### src/rtl/sn76489_bus_writer.sv
// sn76489_bus_writer
//   Host-side write master for sn76489_top. It accepts one register-write
//   request per valid/ready handshake. Each request is encoded as a latch
//   byte, or as a latch byte followed by a data byte. Each byte is driven
//   onto the chip's CE/WE/READY bus with a full ready-stall handshake.
//
// Parameters
//   SETUP_CYCLES   : cycles d_o is stable with strobes high before CE/WE (>= 1)
//   RECOVER_CYCLES : strobe-high cycles after each byte (>= 1)
//   TIMEOUT_CYCLES : maximum cycles allowed in each wait state before abort
//
// Ports
//   clock_i      system clock, shared with sn76489_top
//   res_n_i      asynchronous active-low reset
//   req_valid_i  request valid
//   req_ready_o  request accepted on a clock edge when valid and ready are both high
//   req_reg_i    register index: [2:1] channel (3 = noise), [0] 1 = attenuation
//   req_data_i   register value (only the low bits relevant to the register are used)
//   ce_n_o       chip enable, active low
//   we_n_o       write enable, active low
//   d_o          bus byte; bit 7 is the latch flag
//   ready_i      chip ready; low while the chip absorbs a byte
//   busy_o       high whenever the writer is not idle
//   done_o       one-cycle pulse when a request completes
//   err_o        one-cycle pulse on a handshake timeout
//
// Every output is a register. No combinational path exists from ready_i or
// req_* to any output.

module sn76489_bus_writer #(
    parameter int unsigned SETUP_CYCLES   = 1,
    parameter int unsigned RECOVER_CYCLES = 2,
    parameter int unsigned TIMEOUT_CYCLES = 1023
) (
    input  logic       clock_i,
    input  logic       res_n_i,
    input  logic       req_valid_i,
    output logic       req_ready_o,
    input  logic [2:0] req_reg_i,
    input  logic [9:0] req_data_i,
    output logic       ce_n_o,
    output logic       we_n_o,
    output logic [7:0] d_o,
    input  logic       ready_i,
    output logic       busy_o,
    output logic       done_o,
    output logic       err_o
);

    // One counter serves every timed state. It is cleared on each state
    // entry, so it only needs to hold the largest terminal count.
    localparam int unsigned MAX_A = (SETUP_CYCLES > RECOVER_CYCLES) ? SETUP_CYCLES : RECOVER_CYCLES;
    localparam int unsigned MAX_C = (MAX_A > TIMEOUT_CYCLES) ? MAX_A : TIMEOUT_CYCLES;
    localparam int unsigned CW    = (MAX_C > 2) ? $clog2(MAX_C) : 1;

    localparam logic [CW-1:0] SETUP_LAST   = CW'(SETUP_CYCLES - 1);
    localparam logic [CW-1:0] RECOVER_LAST = CW'(RECOVER_CYCLES - 1);
    localparam logic [CW-1:0] TIMEOUT_LAST = CW'(TIMEOUT_CYCLES - 1);

    typedef enum logic [2:0] {
        S_IDLE,
        S_SETUP,
        S_STROBE,
        S_WAIT_LOW,
        S_WAIT_HIGH,
        S_RECOVER
    } state_t;

    state_t        state_q, state_d;
    logic [CW-1:0] cnt_q, cnt_d;
    logic [7:0]    byte_b_q, byte_b_d;
    logic          b_pend_q, b_pend_d;
    logic          aborted_q, aborted_d;
    logic [7:0]    d_d;
    logic          strobe_n_d;
    logic          req_ready_d;
    logic          busy_d;
    logic          done_d;
    logic          err_d;

    always_ff @(posedge clock_i or negedge res_n_i) begin
        if (!res_n_i) begin
            state_q     <= S_IDLE;
            cnt_q       <= '0;
            byte_b_q    <= '0;
            b_pend_q    <= 1'b0;
            aborted_q   <= 1'b0;
            d_o         <= '0;
            ce_n_o      <= 1'b1;
            we_n_o      <= 1'b1;
            req_ready_o <= 1'b1;
            busy_o      <= 1'b0;
            done_o      <= 1'b0;
            err_o       <= 1'b0;
        end else begin
            state_q     <= state_d;
            cnt_q       <= cnt_d;
            byte_b_q    <= byte_b_d;
            b_pend_q    <= b_pend_d;
            aborted_q   <= aborted_d;
            d_o         <= d_d;
            ce_n_o      <= strobe_n_d;
            we_n_o      <= strobe_n_d;
            req_ready_o <= req_ready_d;
            busy_o      <= busy_d;
            done_o      <= done_d;
            err_o       <= err_d;
        end
    end

    always_comb begin
        state_d    = state_q;
        cnt_d      = cnt_q + CW'(1);
        byte_b_d   = byte_b_q;
        b_pend_d   = b_pend_q;
        aborted_d  = aborted_q;
        d_d        = d_o;
        strobe_n_d = ce_n_o;
        done_d     = 1'b0;
        err_d      = 1'b0;

        unique case (state_q)
            S_IDLE: begin
                cnt_d = '0;
                if (req_valid_i && req_ready_o) begin
                    d_d       = {1'b1, req_reg_i, req_data_i[3:0]};
                    byte_b_d  = {2'b00, req_data_i[9:4]};
                    // Only the tone frequency registers 0, 2 and 4 carry a data byte.
                    b_pend_d  = !req_reg_i[0] && (req_reg_i != 3'd6);
                    aborted_d = 1'b0;
                    state_d   = S_SETUP;
                end
            end

            S_SETUP: begin
                if (cnt_q == SETUP_LAST) begin
                    cnt_d      = '0;
                    strobe_n_d = 1'b0;
                    state_d    = S_STROBE;
                end
            end

            S_STROBE: begin
                cnt_d   = '0;
                state_d = S_WAIT_LOW;
            end

            S_WAIT_LOW: begin
                if (!ready_i) begin
                    cnt_d   = '0;
                    state_d = S_WAIT_HIGH;
                end else if (cnt_q == TIMEOUT_LAST) begin
                    cnt_d      = '0;
                    strobe_n_d = 1'b1;
                    err_d      = 1'b1;
                    b_pend_d   = 1'b0;
                    aborted_d  = 1'b1;
                    state_d    = S_RECOVER;
                end
            end

            S_WAIT_HIGH: begin
                if (ready_i) begin
                    cnt_d      = '0;
                    strobe_n_d = 1'b1;
                    state_d    = S_RECOVER;
                end else if (cnt_q == TIMEOUT_LAST) begin
                    cnt_d      = '0;
                    strobe_n_d = 1'b1;
                    err_d      = 1'b1;
                    b_pend_d   = 1'b0;
                    aborted_d  = 1'b1;
                    state_d    = S_RECOVER;
                end
            end

            S_RECOVER: begin
                if (cnt_q == RECOVER_LAST) begin
                    cnt_d = '0;
                    if (b_pend_q) begin
                        d_d      = byte_b_q;
                        b_pend_d = 1'b0;
                        state_d  = S_SETUP;
                    end else begin
                        done_d  = !aborted_q;
                        state_d = S_IDLE;
                    end
                end
            end

            default: begin
                cnt_d      = '0;
                strobe_n_d = 1'b1;
                state_d    = S_IDLE;
            end
        endcase

        // Ready is raised only after a full cycle in IDLE. As a result it
        // rises in the cycle after the done/err completion cycle.
        req_ready_d = (state_q == S_IDLE) && (state_d == S_IDLE);
        busy_d      = (state_d != S_IDLE);
    end

endmodule

### config.mk
export PLATFORM = sky130hd
export DESIGN_NAME = sn76489_bus_writer
export DESIGN_NICKNAME = d
export VERILOG_FILES = /design/src/rtl/sn76489_bus_writer.sv
export SDC_FILE = /design/constraint.sdc
export NUM_CORES = 1
export LEC_CHECK = 0
export CORE_ASPECT_RATIO = 1.5
export CORE_UTILIZATION = 45
export CTS_CLUSTER_DIAMETER = 60
export DETAILED_ROUTE_END_ITERATION = 16
export PLACE_DENSITY = 0.69
export SYNTH_ARGS = -nofsm -noshare
export SYNTH_HDL_FRONTEND = slang
export SYNTH_SLANG_ARGS = --single-unit
### constraint.sdc
create_clock -name clock_i -period 3.7 [get_ports clock_i]
set_input_delay 0.74 -clock clock_i [delete_from_list [all_inputs] [get_ports clock_i]]
set_output_delay 0.74 -clock clock_i [all_outputs]
set_load 0.005 [all_outputs]
Yosys cells after proc, flatten, opt, wreduce, memory -nomap -nowiden
Cells that the tools add are included.
W data, S select, Z words.
{"block": "totals", "reg_bits": 34, "output_inout_bits": 14, "elab_cells": 86}
{"block": "op_classes", "addsub": 1, "n_eq_ne": 14, "muxes": 41, "bitwise": 1, "n_reduce_logical": 18}
{"op": "$mux W10", "count": 5}
{"op": "$pmux W10 S4", "count": 1}
{"op": "$mux W8", "count": 3}
{"op": "$mux W1", "count": 20}
{"op": "$mux W3", "count": 6}
{"op": "$pmux W3 S6", "count": 1}
{"op": "$pmux W8 S2", "count": 1}
{"op": "$ne A2 B2 Y1 const B", "count": 6}
{"op": "$add A10 B1 Y10 const B", "count": 1}
{"op": "$eq A10 B1 Y1 const B", "count": 1}
{"op": "$eq A10 B10 Y1 const B", "count": 1}
{"op": "$logic_not A10 Y1", "count": 1}
{"op": "$pmux W1 S4", "count": 2}
{"op": "$reduce_and A4 Y1", "count": 2}
{"op": "$eq A3 B2 Y1 const B", "count": 2}
{"op": "$eq A3 B3 Y1 const B", "count": 2}
{"op": "$logic_not A3 Y1", "count": 2}
{"op": "$reduce_bool A3 Y1", "count": 2}
{"op": "$reduce_and A5 Y1", "count": 1}
{"op": "$reduce_bool A4 Y1", "count": 1}
{"op": "$eq A3 B1 Y1 const B", "count": 1}
{"op": "$logic_and A1 B1 Y1", "count": 3}
{"op": "$ne A3 B3 Y1 const B", "count": 1}
{"op": "$pmux W1 S3", "count": 1}
{"op": "7 further kinds", "count": 8}

Depth between registers and ports, before layout
Gate-level depths: netlist (run 1).
{"block": "depth", "depth_word": 6, "ltp_mapped": 8, "depth_no_buf": 7}

Worst setup path before layout (run 1)
OpenSTA, ideal clock, no wires.
{"block": "synth_path", "path_kind": "input to register", "from": "input port req_valid_i", "to": "register b_pend_q", "setup_ps": 128, "t_arrival_ps": 1695, "required_time_ps": 3572, "path_slack_ps": 1877, "cell_stages": 6, "n_path_buf": 1, "path_cell_list": "nand2_1 > nor4_2 > buf_2 > a41oi_2 > o21ai_1 > mux2_1"}
{"block": "synth_between", "elab_chain_cells": 3}
{"element": "from (decl)", "line": "37", "rtl": "input logic req_valid_i,"}
{"element": "$logic_and A1 B1 Y1", "line": "125", "rtl": "if (req_valid_i && req_ready_o) begin"}
{"element": "$ne A2 B2 Y1 (no line)"}
{"element": "$reduce_and A5 Y1 (no line)"}
{"element": "to (signal assigned)", "line": "99", "rtl": "b_pend_q <= b_pend_d;"}
{"element": "to (decl)", "line": "72", "rtl": "logic b_pend_q, b_pend_d;"}
No other way between the ends.
A chain may end at the register's enable or synchronous reset.

Final worst setup path (run 1)
{"block": "layout_path", "from": "input port ready_i", "to": "register cnt_q[3]"}
{"block": "layout_between", "elab_chain_cells": 2, "elab_cells_between_ends": 3, "cone_classes": "3 x mux"}
{"element": "from (decl)", "line": "44", "rtl": "input logic ready_i,"}
{"element": "$mux W10 (on tied branches)", "line": "163, 149"}
{"element": "$pmux W10 S4 *", "line": "122", "rtl": "unique case (state_q)"}
{"element": "via cnt_d[3]", "line": "70", "rtl": "logic [CW-1:0] cnt_q, cnt_d;"}
{"element": "to (signal assigned)", "line": "97", "rtl": "cnt_q <= cnt_d;"}
{"element": "to (decl)", "line": "70"}
Mark *: on every way through the listed nets, which the timed path passes. The rest lies on a longest branch.

==> flow_summary.toml, run 1 <==
[die]
die_area_um2 = 4390
pin_count = 31
rows = 28
core_um2 = 3960
die_h_um = 80.6
initial_core_util = 0.469
die_w_um = 54.4

[drt]
dr_wl_met2_mm = 2.05
vias = 1341
wl_met1_mm = 1.45
totalWireLength_mm = 3.67
drt_first_pass_iters = 4
drt-initial-drc-count = 13
drc_errors = 0
wl_per_cell_um = 14.9
via_per_inst = 5.45
detail-route-antenna-nets = 0
wl_met3_um = 98
top_layer = "met4"

[global_route]
grt_pass1_wl_mm = 5.97
grt_max_degree = 35
grt_overflow = 0
track_usage = 0.197
antenna_found_initial = 0
grt_pass1_vias = 1291

[worst_hold_path]
hold-path-cell-count = 1
hold_path_class = "reg -> reg"
hp-start = "aborted_q"
hold-path-endpoint = "done_o"

[synth]
ys_warn_count = 0
synth.ff_latch_count = 34
synthCells = 171
synth-async-reset-ratio = 1.00
syn-num-nets = 192
synth-main-ff-cell = "dfrtp_1"
syn_avg_cell_area_um2 = 10.9
ys_top_cells_by_area = "dfrtp_1, nor2_2, mux2_2"
synth-seq-area-share = 0.460
yosysTopAreaCellShare = 0.432
syn-cell-area_um2 = 1860
synth_top_cell_by_area = "dfrtp_1"
yosysUniqueCellTypes = 47
synth_edf_count = 0

[clocking]
clk_latency_ps = 290
clkSinkCount = 34
cts_max_level = 2
cts_root_buf = "clkbuf_8"
ctsHoldBuffers = 0
cts_setup_buffers = 0
cts_made_buffers = 5
cts.repair.resized = 0
clk_path_buf_depth = 2
cts_tree = "built"
clkTransAtPathRegs_ps = 60

[timing]
fmax_mhz = 459
drv_slew = 0
slew_headroom = 0.614
setup_violations = 0
period_share = 0.589
tns_ps = 0
fin_skew_ps = 6.67
period_needed_ps = 2180
hold_viol = 0
rsz0062_at_grt = "false"
worstMarginPinSlew_ps = 580
hold_ws_ps = 449

[power_and_ir_drop]
power.density_nw_per_um2 = 675
peakVddDrop_uv = 380
p_leak_uw = 0.000919

[place]
dpl_cell_area_um2 = 2140
gp_congestion = 0.894
io_buffers = 30
dp_hpwl_mm = 2.71

[worst_setup_path]
worst-path-max-fanout = 10
rr_worst_depth = 5
arrival_ps = 2330
crit_buf_inv = 1
worst-setup-path-type = "in -> reg"
cp_top_family = "compound AO/OA/AOI/OAI gates"
critPathSlowestCell = "clkdlybuf4s50_1"
r2r_slack_ps = 1590
start_kind = "input pin"
r2r-start = "state_q[0]"
path_cells = "clkdlybuf4s50_1 -> nor3_1 -> a31oi_1 -> o21ba_1 -> nor2_2"
reg2reg_to = "d_o[6]"
endpoint_kind = "flip-flop"
required_ps = 3850
slowest_delay_ps = 640
setup.worst_path.start = "ready_i"

[run]
drv_cap = 0

[finish]
area_growth_syn_to_layout_pct = 21.2
final_core_util = 0.568
n_antenna_cell = 0
drive_above_1_share = 0.229
final_cell_mix = "dfrtp_1, clkdlybuf4s50_1, nor2_2"
final_common_cell = "dfrtp_1"
fin_nets = 221
final_area_um2 = 2250

[outcome]
status = "complete, no violations"
## state kept, by name (all words and copies together), names as in the netlist
register	flops
aborted_q	1
b_pend_q	1
busy_o	1
byte_b_q	6
cnt_q	10
d_o	8
done_o	1
err_o	1
req_ready_o	1
state_q	3
we_n_o	1
## cell usage after synthesis, types with 3 or more instances
library cell	instances
nor2_1	7
mux2i_1	6
nand4_1	3
a21o_1	3
nand2_1	8
buf_6	5
xor2_1	3
nor2b_1	4
a31oi_1	4
o21ai_0	5
inv_1	8
ha_1	4
mux2_2	7
a21oi_2	6
nor2_2	13
dfrtp_1	32
xnor2_1	5
nor4_2	3
a21oi_1	6
nand3_1	5
## per-layer routing
layer | track usage | vias up
met2 | 0.356 | 19
li1 | - | 650
met1 | 0.197 | 667
met5 | 0 | -
met4 | 0.0949 | 0
met3 | 0.0511 | 5
## cell families (layout without fill, tap and decap cells)
family	Yosys count	after routing	share of synthesized area
buffers and inverters	18	48	0.0620
XOR/XNOR	8	8	0.0378
adder cells (fa/ha/maj)	4	4	0.0270
AND/OR/NAND/NOR	61	61	0.205
flip-flops	34	34	0.460
multiplexers	14	14	0.0809
AO/OA/AOI/OAI	32	32	0.127
## where the power goes
group          leakage (µW)  internal (µW)  switching (µW)
clock             0.0000524            201             132
sequential         0.000428            504             127
combinational      0.000439            306             247
total              0.000919           1010             506
## how the worst max path moves through the flow
stage / end / slack, ps / cells after the start
after floorplan: b_pend_q / 1880 / 6
after global placement: cnt_q[6] / 1300 / 5
final: cnt_q[3] / 1520 / 5
after global routing: cnt_q[1] / 1480 / 5
after CTS: cnt_q[3] / 1540 / 5
after detailed placement: cnt_q[8] / 1240 / 5
## through the flow
step / power, µW / instances / worst slack [ps]
2_1_floorplan: 1010 / 171 / 1880
3_3_place_gp: 1170 / 238 / 1300
3_5_place_dp: 1200 / 238 / 1240
4_1_cts: 1530 / 246 / 1540
5_1_grt: 1620 / 246 / 1480
6_report: 1520 / 246 / 1520
## layout make-up
cell class	instances	area, µm²
clock buffers	7	76.3
clock inverters	1	30.0
fillers	347	1710
inverters	8	30.0
multi-input cells	119	887
flip-flops and latches	34	853
well taps	45	56.3
repair buffers	32	315
(Power assumes the default switching activity.)
==> run 2: changes to the inputs <==
--- a/config.mk
+++ b/config.mk
@@ -9,7 +9,7 @@
 export CORE_UTILIZATION = 45
 export CTS_CLUSTER_DIAMETER = 60
 export DETAILED_ROUTE_END_ITERATION = 16
-export PLACE_DENSITY = 0.69
+export PLACE_DENSITY = 0.72
 export SYNTH_ARGS = -nofsm -noshare
 export SYNTH_HDL_FRONTEND = slang
 export SYNTH_SLANG_ARGS = --single-unit
==> constraint.sdc (replaced) <==
create_clock -name clock_i -period 1.9 [get_ports clock_i]
set_input_delay 0.38 -clock clock_i [delete_from_list [all_inputs] [get_ports clock_i]]
set_output_delay 0.38 -clock clock_i [all_outputs]
set_load 0.005 [all_outputs]
==> run 2 against run 1 <==
Effect of this change:
- global-route usage rose by 0.42 points
- final cell count rose by 4.1%
- critical path depth rose by 2
- highest routed layer unchanged
- critical path type is now reg -> reg
- die area did not move
- clock-buffer cell count fell by 1
- final area rose by 7.2%
- routed wire length rose by 4.6%
- sequential share of layout area fell by 2.5 points
- non-clock buffer count rose by 10
- power rose by 120%
- sequential power rose by 90%
==> flow_summary.toml, run 2 (synthesized netlist as in run 1, its figures left out) <==
[outcome]
status = "complete, no violations"

[place]
io_buffers = 30
gp_congestion = 0.889
dpl_cell_area_um2 = 2230
dp_hpwl_mm = 2.75
dp.cells = 245

[power_and_ir_drop]
power.density_nw_per_um2 = 1350
peakVddDrop_uv = 1010
p_leak_uw = 0.00101

[drt]
wl_per_cell_um = 15.0
totalWireLength_mm = 3.84
top_layer = "met4"
detail-route-antenna-nets = 0
dr_wl_met2_mm = 2.10
drt_first_pass_iters = 4
via_per_inst = 5.33
drt-initial-drc-count = 41
vias = 1364
wl_met3_um = 117
drc_errors = 0
wl_met1_mm = 1.54

[timing]
drv_slew = 0
tns_ps = 0
rsz0062_at_grt = "true"
period_share = 0.994
fin_skew_ps = 9.89
fmax_mhz = 529
setup_violations = 0
worstMarginPinSlew_ps = 433
slew_headroom = 0.712
hold_viol = 0
period_needed_ps = 1890

[die]
die_h_um = 80.6
initial_core_util = 0.469
die_area_um2 = 4390
pin_count = 31
die_w_um = 54.4
rows = 28
core_um2 = 3960

[global_route]
grt_max_degree = 35
grt_pass1_wl_mm = 6.25
grt_pass1_vias = 1413
grt_overflow = 0
antenna_found_initial = 0
track_usage = 0.201

[finish]
drive_above_1_share = 0.284
area_growth_syn_to_layout_pct = 29.9
final_cell_mix = "dfrtp_1, clkdlybuf4s50_1, nor2_2"
n_antenna_cell = 0
largest_reg_flops = 10
fin_cells = 256
fin_nets = 231
regMostFlops = "cnt_q"
final_area_um2 = 2410
final_core_util = 0.609
fillers = 335
final_common_cell = "dfrtp_1"
reg_top3 = "cnt_q x10, d_o x8, byte_b_q x6"

[clocking]
cts_tree = "built"
clk_path_buf_depth = 2
cts_root_buf = "clkbuf_8"
clkTransAtPathRegs_ps = 70
ctsHoldBuffers = 0
cts_made_buffers = 5
clkSinkCount = 34
cts_max_level = 2
clk_latency_ps = 290

[run]
drv_cap = 0

[worst_setup_path]
required_ps = 2070
endpoint_kind = "flip-flop"
arrival_ps = 2060
start_kind = "flip-flop"
worst-setup-path-type = "reg -> reg"
worst-path-max-fanout = 6
r2r_slack_ps = 10

[worst_hold_path]
hold_path_class = "reg -> reg"
[run 2: cell count changes in the layout (fill, tap and decap cells not counted), sizes merged]
cell,delta
bufinv,+1
buf,+10
clkbuf,-1
[run 2: metrics by stage]
| stage | worst slack [ps] | power (µW) | hold WS (ps) |
|---|---|---|---|
| finish | 10.6 | 3260 | 456 |
| global route | -72.3 | 3480 | 483 |
| CTS | 29.2 | 3280 | 454 |
| detailed placement | 5.22 | 2440 | 434 |
| global placement | 48.4 | 2400 | 435 |
| floorplan | 221 | 1960 | 84.4 |
[run 2: routing by layer]
metal | vias to the layer above | track usage
met5 | - | 0
met1 | 659 | 0.215
met3 | 8 | 0.0511
li1 | 670 | -
met2 | 27 | 0.356
met4 | 0 | 0.0846
[run 2: critical path: stages (launching register included)]
cell and delay [ps]:
dfrtp_1 420, inv_2 80, ha_1 140, nand4_1 150, nor3_4 340, a41oi_2 180
o21ai_1 150, mux2_4 320
[run 2: final cells by class]
class                   count  area, µm²  share of cell area
multi-input cells         119        900               0.373
flip-flops and latches     34        853               0.354
repair buffers             42        428               0.178
inverters                   8       30.0              0.0125
clock buffers               6       82.6              0.0343
well taps                  45       56.3              0.0234
clock inverters             2       60.1              0.0249
[run 2: timing repair]
action	in CTS	in global routing
setup buffers	0	3
resized for setup	0	3
setup endpoints to repair	0	1
endpoints found under the hold margin	0	0
[run 2: where the power goes]
part           switching (µW)  internal, µW  total, µW
Combinational             536           707       1240
Clock                     260           559        820
Sequential                220           982       1200
Total                    1020          2250       3260
[run 2: worst paths after layout]
check                           from  endpoint  depth (start not counted)
setup / recovery            cnt_q[0]  b_pend_q                          7
hold / removal             aborted_q    done_o                          1
setup reg to reg            cnt_q[0]  b_pend_q                          7
max in group asynchronous    res_n_i    we_n_o                          2
min in group asynchronous    res_n_i  cnt_q[9]                          2
hold reg to reg            aborted_q    done_o                          1
